<file path="config.mk">
export PLATFORM = sky130hd
export DESIGN_NAME = hmmm_core_mc
export DESIGN_NICKNAME = d
export VERILOG_FILES = /design/src/rtl/hmmm_core_mc.sv
export SDC_FILE = /design/constraint.sdc
export NUM_CORES = 1
export LEC_CHECK = 0
export ABC_AREA = 1
export BUFFER_PORTS_ARGS = -buffer_cell sky130_fd_sc_hd__buf_2
export CORE_MARGIN = 2
export CORE_UTILIZATION = 47
export DETAILED_ROUTE_END_ITERATION = 10
export PLACE_DENSITY = 0.62
export SYNTH_ARGS = -nofsm -noshare
export SYNTH_HDL_FRONTEND = slang
export SYNTH_SLANG_ARGS = --single-unit
</file>
<file path="constraint.sdc">
create_clock -name ph1 -period 4.5 [get_ports ph1]
set_clock_uncertainty 0.2 [all_clocks]
set_input_delay 0.9 -clock ph1 [delete_from_list [all_inputs] [get_ports ph1]]
set_output_delay 0.9 -clock ph1 [all_outputs]
set_load 0.05 [all_outputs]
</file>
<file path="src/rtl/hmmm_core_mc.sv">
// hmmm_core_mc: parametrised multicycle HMMM core.
// FETCH/EXEC/MEM/HALT over one req/ready memory port.
module hmmm_core_mc #(
   parameter int DATA_W = 8,
   parameter int NREGS  = 8,
   parameter int ADDR_W = 8
) (
   input  logic              ph1,
   input  logic              reset,
   output logic              mem_req,
   output logic              mem_we,
   output logic [ADDR_W-1:0] mem_addr,
   output logic [DATA_W-1:0] mem_wdata,
   input  logic [15:0]       mem_rdata,
   input  logic              mem_ready,
   output logic              halted,
   output logic              illegal,
   output logic              retire,
   output logic [ADDR_W-1:0] dbg_pc
);

   typedef enum logic [1:0] {FETCH, EXEC, MEM, HALT} state_t;

   state_t            state, state_nx;
   logic [ADDR_W-1:0] pc, pc_nx, pc_inc, tgt;
   logic [15:0]       ir;
   logic [DATA_W-1:0] regs [NREGS];
   logic [DATA_W-1:0] xv, yv, zv, simm, ldata, wd;
   logic [3:0]        op, xi, yi, zi;
   logic              ir_ld, we_en, ill_set, ret_nx, taken;

   assign op     = ir[15:12];
   assign xi     = ir[11:8];
   assign yi     = ir[7:4];
   assign zi     = ir[3:0];
   assign pc_inc = pc + ADDR_W'(1);
   assign tgt    = ADDR_W'(ir[7:0]);
   assign simm   = DATA_W'(signed'(ir[7:0]));
   assign ldata  = DATA_W'(mem_rdata);
   assign halted = (state == HALT);
   assign dbg_pc = pc;

   // register read ports; r0 and out-of-range indices read zero
   always_comb begin
      xv = '0;
      yv = '0;
      zv = '0;
      for (int i = 1; i < NREGS; i++) begin
         if (xi == 4'(i)) xv = regs[i];
         if (yi == 4'(i)) yv = regs[i];
         if (zi == 4'(i)) zv = regs[i];
      end
   end

   // conditional branch test on X as a signed value
   always_comb begin
      taken = 1'b0;
      unique case (1'b1)
         op == 4'h9: taken = (xv == '0);
         op == 4'hA: taken = (xv != '0);
         op == 4'hB: taken = !xv[DATA_W-1] && (xv != '0);
         op == 4'hC: taken = xv[DATA_W-1];
         default:    taken = 1'b0;
      endcase
   end

   // next state, memory port and writeback control
   always_comb begin
      state_nx  = state;
      pc_nx     = pc;
      ir_ld     = 1'b0;
      we_en     = 1'b0;
      wd        = '0;
      ill_set   = 1'b0;
      ret_nx    = 1'b0;
      mem_req   = 1'b0;
      mem_we    = 1'b0;
      mem_addr  = pc;
      mem_wdata = '0;
      unique case (state)
         FETCH: begin
            mem_req = 1'b1;
            if (mem_ready) begin
               ir_ld    = 1'b1;
               state_nx = EXEC;
            end
         end
         EXEC: begin
            state_nx = FETCH;
            pc_nx    = pc_inc;
            ret_nx   = 1'b1;
            unique case (op)
               4'h0: begin
                  state_nx = HALT;
                  pc_nx    = pc;
                  ret_nx   = 1'b0;
               end
               4'h1: begin
                  we_en = 1'b1;
                  wd    = simm;
               end
               4'h2: begin
                  we_en = 1'b1;
                  wd    = xv + simm;
               end
               4'h3: begin
                  we_en = 1'b1;
                  wd    = yv + zv;
               end
               4'h4: begin
                  we_en = 1'b1;
                  wd    = yv - zv;
               end
               4'h5, 4'h6: begin
                  state_nx = MEM;
                  pc_nx    = pc;
                  ret_nx   = 1'b0;
               end
               4'h7: pc_nx = tgt;
               4'h8: pc_nx = ADDR_W'(xv);
               4'h9, 4'hA, 4'hB, 4'hC: begin
                  if (taken) pc_nx = tgt;
               end
               4'hD: begin
                  we_en = 1'b1;
                  wd    = DATA_W'(pc_inc);
                  pc_nx = tgt;
               end
               default: begin
                  state_nx = HALT;
                  pc_nx    = pc;
                  ret_nx   = 1'b0;
                  ill_set  = 1'b1;
               end
            endcase
         end
         MEM: begin
            mem_req  = 1'b1;
            mem_addr = ADDR_W'(yv);
            mem_we   = (op == 4'h6);
            if (op == 4'h6) mem_wdata = xv;
            if (mem_ready) begin
               state_nx = FETCH;
               pc_nx    = pc_inc;
               ret_nx   = 1'b1;
               if (op == 4'h5) begin
                  we_en = 1'b1;
                  wd    = ldata;
               end
            end
         end
         default: ;
      endcase
      if (reset) mem_req = 1'b0;
   end

   // architectural state; writes to r0 or beyond NREGS are dropped
   always_ff @(posedge ph1) begin
      if (reset) begin
         state   <= FETCH;
         pc      <= '0;
         ir      <= '0;
         illegal <= 1'b0;
         retire  <= 1'b0;
         for (int i = 0; i < NREGS; i++) regs[i] <= '0;
      end else begin
         state  <= state_nx;
         pc     <= pc_nx;
         retire <= ret_nx;
         if (ir_ld) ir <= mem_rdata;
         if (ill_set) illegal <= 1'b1;
         for (int i = 1; i < NREGS; i++) begin
            if (we_en && xi == 4'(i)) regs[i] <= wd;
         end
      end
   end

endmodule
</file>
Word-level counts from Yosys, hierarchy flattened
Memories as Yosys holds them, arrays and structs flattened. Cells that the tools add are included.

RAM bits: 64. Logic and storage cells: 162. Bits in latches: 0. Output and inout bits: 29. Input bits: 19. Flip-flop bits (word level): 28. Memory bits (read-only): 0. Memories: 1.

Memory list: regs (words 8, width 8, rd ports 7, clocked after memory_dff 0, wr ports 8, line 27) `logic [DATA_W-1:0] regs [NREGS];`.

Eq/ne operators: 40. Div/mod/pow operators: 0. Order comparisons: 0. Multiply operators: 0. Multiplexer cells: 80. Shift-type cells: 0. Add/subtract/negate cells: 4. Reduce and logical (&&, ||, !) cells: 25. Bitwise logic cells: 7.

Operators by type and width (number): two-way mux 8 bit (35); == test 4 x 3 -> 1 bit, second input constant (16); one-hot mux 8 bit (5 select lines) (1); two-way mux 1 bit (34); == test 4 x 2 -> 1 bit, second input constant (8); one-hot mux 8 bit (2 select lines) (2); one-hot mux 8 bit (4 select lines) (1); == test 4 bit, second input constant (6); adder 8 bit (2); == test 4 x 1 -> 1 bit, second input constant (4); OR reduction 14 bit (1); OR reduction 11 bit (1); adder 8 x 1 -> 8 bit, second input constant (1); logical AND 1 bit (8); logical NOT 8 bit (1); nonzero test 8 bit (1); OR reduction 4 bit (2); subtractor 8 bit (1); bitwise OR 1 bit (7); one-hot mux 2 bit (3 select lines) (1); AND reduction 3 bit (2); OR reduction 2 bit (3); inequality test 5 x 4 -> 1 bit, second input constant (1); OR reduction 5 bit (1); 12 further kinds (16).

Longest topological paths before layout
Depth in word-level cells: 14. Depth in mapped cells: 30. Depth with buffers taken out: 29.

Worst setup path before layout
OpenSTA, ideal clock, no wires.

Path type: reg2reg. From: reg ir[2]. To: mem regs[7][7], in the netlist regs[3][15], data pin. Stages on the path, launching flop included: 28. Required time: 4040 ps. Data arrival time: 3153 ps. Path buffers: 0. Setup slack: 887 ps. Period minus slack after synthesis: 3613 ps. Setup time: 260 ps. Cells stage by stage: dfxtp_1 > inv_2 > nor2_2 > nand2_1 > nor2_1 > nand2_1 > nand4_1 > nor2_1 > ha_1 > nand3_1 > a21oi_1 > a21oi_1 > xnor2_1 > inv_1 > ha_1 > a21oi_1 > o21ai_0 > a31o_2 > nand3_1 > nand2_1 > inv_1 > nand2_1 > nand3_1 > nand2_1 > nand2_1 > nand2_1 > nand2_1 > inv_1.

RTL lines: from (decl) (line 26) `logic [15:0] ir;`; from (signal assigned) (line 170) `if (ir_ld) ir <= mem_rdata;`; to (decl) (line 27).

==> results.cfg <==
[timing]
relSlewSlack_pct = 41.0
post-route-period-util_pct = 93.5
worstMarginPinSlew_ps = 882
rsz0062_at_grt = no
slew_violations = 0
finalSetupViolations = 0
holdWs_ps = 284
period_minus_slack_ps = 4210
fmax_ghz = 0.238
hold_viol_final = 0

[logic_synthesis]
synth_top_cell_by_area = edfxtp_1
synth_area_sq_um = 6510
ys_seq_area_share_pct = 34.5
synth_edf_count = 56
ys_warn_count = 0
ys_ff_latch = 84
synthCells = 963
avgSynthCellArea_sq_um = 6.76
yosys.area.top_type_share_pct = 25.8
synth.distinct_cells = 52
synthFlopType = edfxtp_1
synthArstFlopShare_pct = 0
syn_nets = 1004
synth_area_leaders = edfxtp_1, nand2_1, dfxtp_1, inv_1, nor2_1

[global_route]
grt.overflow.total = 0
grt_pass1_vias = 6310
antenna_found_initial = 0
grt_max_degree = 31
grt_util_all_layers_pct = 32.5
grt_pass1_wl_um = 35500

[clocking]
clk_path_buf_depth = 2
clkLatencyLatePin_ps = 360
htree_levels = 3
ctsHoldBuffers = 0
cts.root.buffer_cell = clkbuf_16
clock-sinks = 84
cts_buffers = 9
path_clk_slew_ps = 70
cts_tree = built

[place]
io_buffers = 47
place_hpwl_um = 18700
gp_congestion = 0.996

[route]
drt_iter0_drc = 889
ant_nets = 0
finalWirelength_um = 23400
wire_per_inst_um = 19.3
vias = 6928
drcViolationCount = 0
via_per_inst = 5.72
first_pass_iters = 6

[worst_setup_path]
cp_common_cell = nand2_1
cp_data_arrival_time_ps = 4100
cp_max_fo = 6
slowest_delay_ps = 360
crit_required_ps = 4390
crit_chain = buf_4, nor2_2, nand2_1, inv_2, nand2_1, nand2_1, inv_1, nand3_1, nand2_1, inv_1, ha_1, a21o_1, a31oi_1, or2_2, nand2_1, nand2_1, nand3_1, a31oi_1, o21ai_0, a21boi_0, nor2_1, inv_1, nor2_1
crit_type = reg2reg
crit_path_end_kind = flip-flop
reg2regPathDepth = 23
critPathSlowestCell = dfxtp_1
start_kind = flip-flop

[power]
ir_drop_mv = 0.199
p_seq_share_pct = 35.5
pwr-share-comb_pct = 32.2
p_leak_nw = 3.36
p_sw_w = 0.000965
swShare_pct = 37.4
pwr-share-clk_pct = 32.3
p_per_area_nw_per_um2 = 344
intPower_w = 0.00161

[die]
fp.dieH_um = 122
core_area_sq_um = 13400
start_util_pct = 48.6
dieArea_sq_um = 14800
die_w_um = 122
ios = 48
rows = 42

[finish]
area_growth_pct = 15.2
antenna_cells = 0
utilization_pct = 56.0
drive_above_1_share_pct = 16.5
layout.nets = 1071

[outcome]
status = completed

[hold_path]
whs_path_depth = 2
holdCritPathClass = reg2reg

[job]
drv_cap = 0
## cells in the mapped netlist (all sizes together) (3+ instances only)
library cell	instances
nor2	131
o22ai	5
nand4	8
nand2	248
nor3	10
xor2	7
or2	3
dfxtp	28
o211ai	11
nand3b	3
o2111ai	3
clkbuf	11
inv	151
a221oi	8
a31oi	3
o21ai	71
a22oi	4
xnor2	3
edfxtp	56
ha	20
nand3	82
buf	10
a21oi	67
## cell families (layout without fill, tap and decap cells)
logic type,count (synthesis),count (layout),synth area share [%]
AND/OR/NAND/NOR,488,488,32.2
AO/OA/AOI/OAI,185,185,16.9
buffers and inverters,174,246,10.6
flip-flops,84,84,34.5
adder cells (fa/ha/maj),22,22,4.46
XOR/XNOR,10,10,1.35
## power groups by stage
stage          Clock (W)  Sequential (W)  Combinational [W]
2_1_floorplan          0        0.000923           0.000563
3_3_place_gp           0        0.000927           0.000787
3_5_place_dp           0        0.000927           0.000786
4_1_cts         0.000841        0.000910           0.000790
5_1_grt         0.000866        0.000920           0.000919
6_report        0.000833        0.000915           0.000830
## per-stage QoR
step	setup WS [ps]	total power (W)	instances	TNS, ps	instance area [sq um]
2_1_floorplan	887	0.00149	963	0	6510
3_3_place_gp	-27.0	0.00171	1188	-156	7030
3_5_place_dp	-13.8	0.00171	1188	-41.9	7030
4_1_cts	156	0.00254	1204	0	7360
5_1_grt	0.849	0.00270	1211	0	7500
6_report	291	0.00258	1211	0	7500
## cell type report
type / count / area, sq um
Clock inverter: 7 / 98.8
Fill cell: 1362 / 5900
Clock buffer: 9 / 225
Multi-Input combinational cell: 705 / 3630
Sequential cell: 84 / 2250
Tap cell: 176 / 220
Timing Repair Buffer: 77 / 485
Inverter: 153 / 582
## repair_timing
| item | in CTS | in global routing |
|---|---|---|
| gates resized for setup | 1 | 29 |
| pin swaps | 0 | 2 |
| endpoints found under the setup margin | 4 | 28 |
| endpoints found under the hold margin | 0 | 0 |
| setup buffers | 0 | 7 |
## final timing paths
| check | startpoint | end | slack, ps |
|---|---|---|---|
| worst max register to register | ir[9]$_SDFFE_PP0P_ | regs[1][13]$_SDFFCE_PN0P_ | 290 |
| worst max-delay path | ir[9]$_SDFFE_PP0P_ | regs[1][13]$_SDFFCE_PN0P_ | 290 |
| worst min-delay path | illegal$_SDFFE_PP0P_ | illegal$_SDFFE_PP0P_ | 280 |
| worst min register to register | illegal$_SDFFE_PP0P_ | illegal$_SDFFE_PP0P_ | 280 |
## flip-flops by register name, indices dropped and copies added, names as in the netlist
signal / count
ir: 16
state: 2
regs: 56
dbg_pc: 8
retire: 1
illegal: 1
## worst max-delay path, delay by kind of cell (launching register included)
family | cells | cell delay (ps)
simple gates | 12 | 1460
compound gates | 5 | 980
buf+inv | 5 | 650
flops | 1 | 360
fa+ha+maj | 1 | 290
## cells in the final DEF, fill, tap and decap left out, types with 10 or more instances in the layout
cell type / netlist / routed
inv_2: 14 / 15
o211ai_1: 11 / 11
buf_2: 4 / 47
nand2_1: 242 / 240
dfxtp_1: 28 / 20
o21ai_0: 66 / 64
buf_4: 4 / 28
nor2_1: 115 / 106
nor2_2: 11 / 16
ha_1: 20 / 20
nand3_1: 82 / 81
a21oi_1: 58 / 56
a21oi_2: 8 / 10
inv_1: 136 / 135
edfxtp_1: 56 / 56
## metal layers
metal	global-route usage (%)	routed length, um	vias to the layer above
li1	-	-	3310
met1	47.8	10200	3159
met2	45.8	9620	410
met4	8.76	454	0
met5	0	0	-
met3	10.4	3190	49
Power figures use the tool's default switching activity.
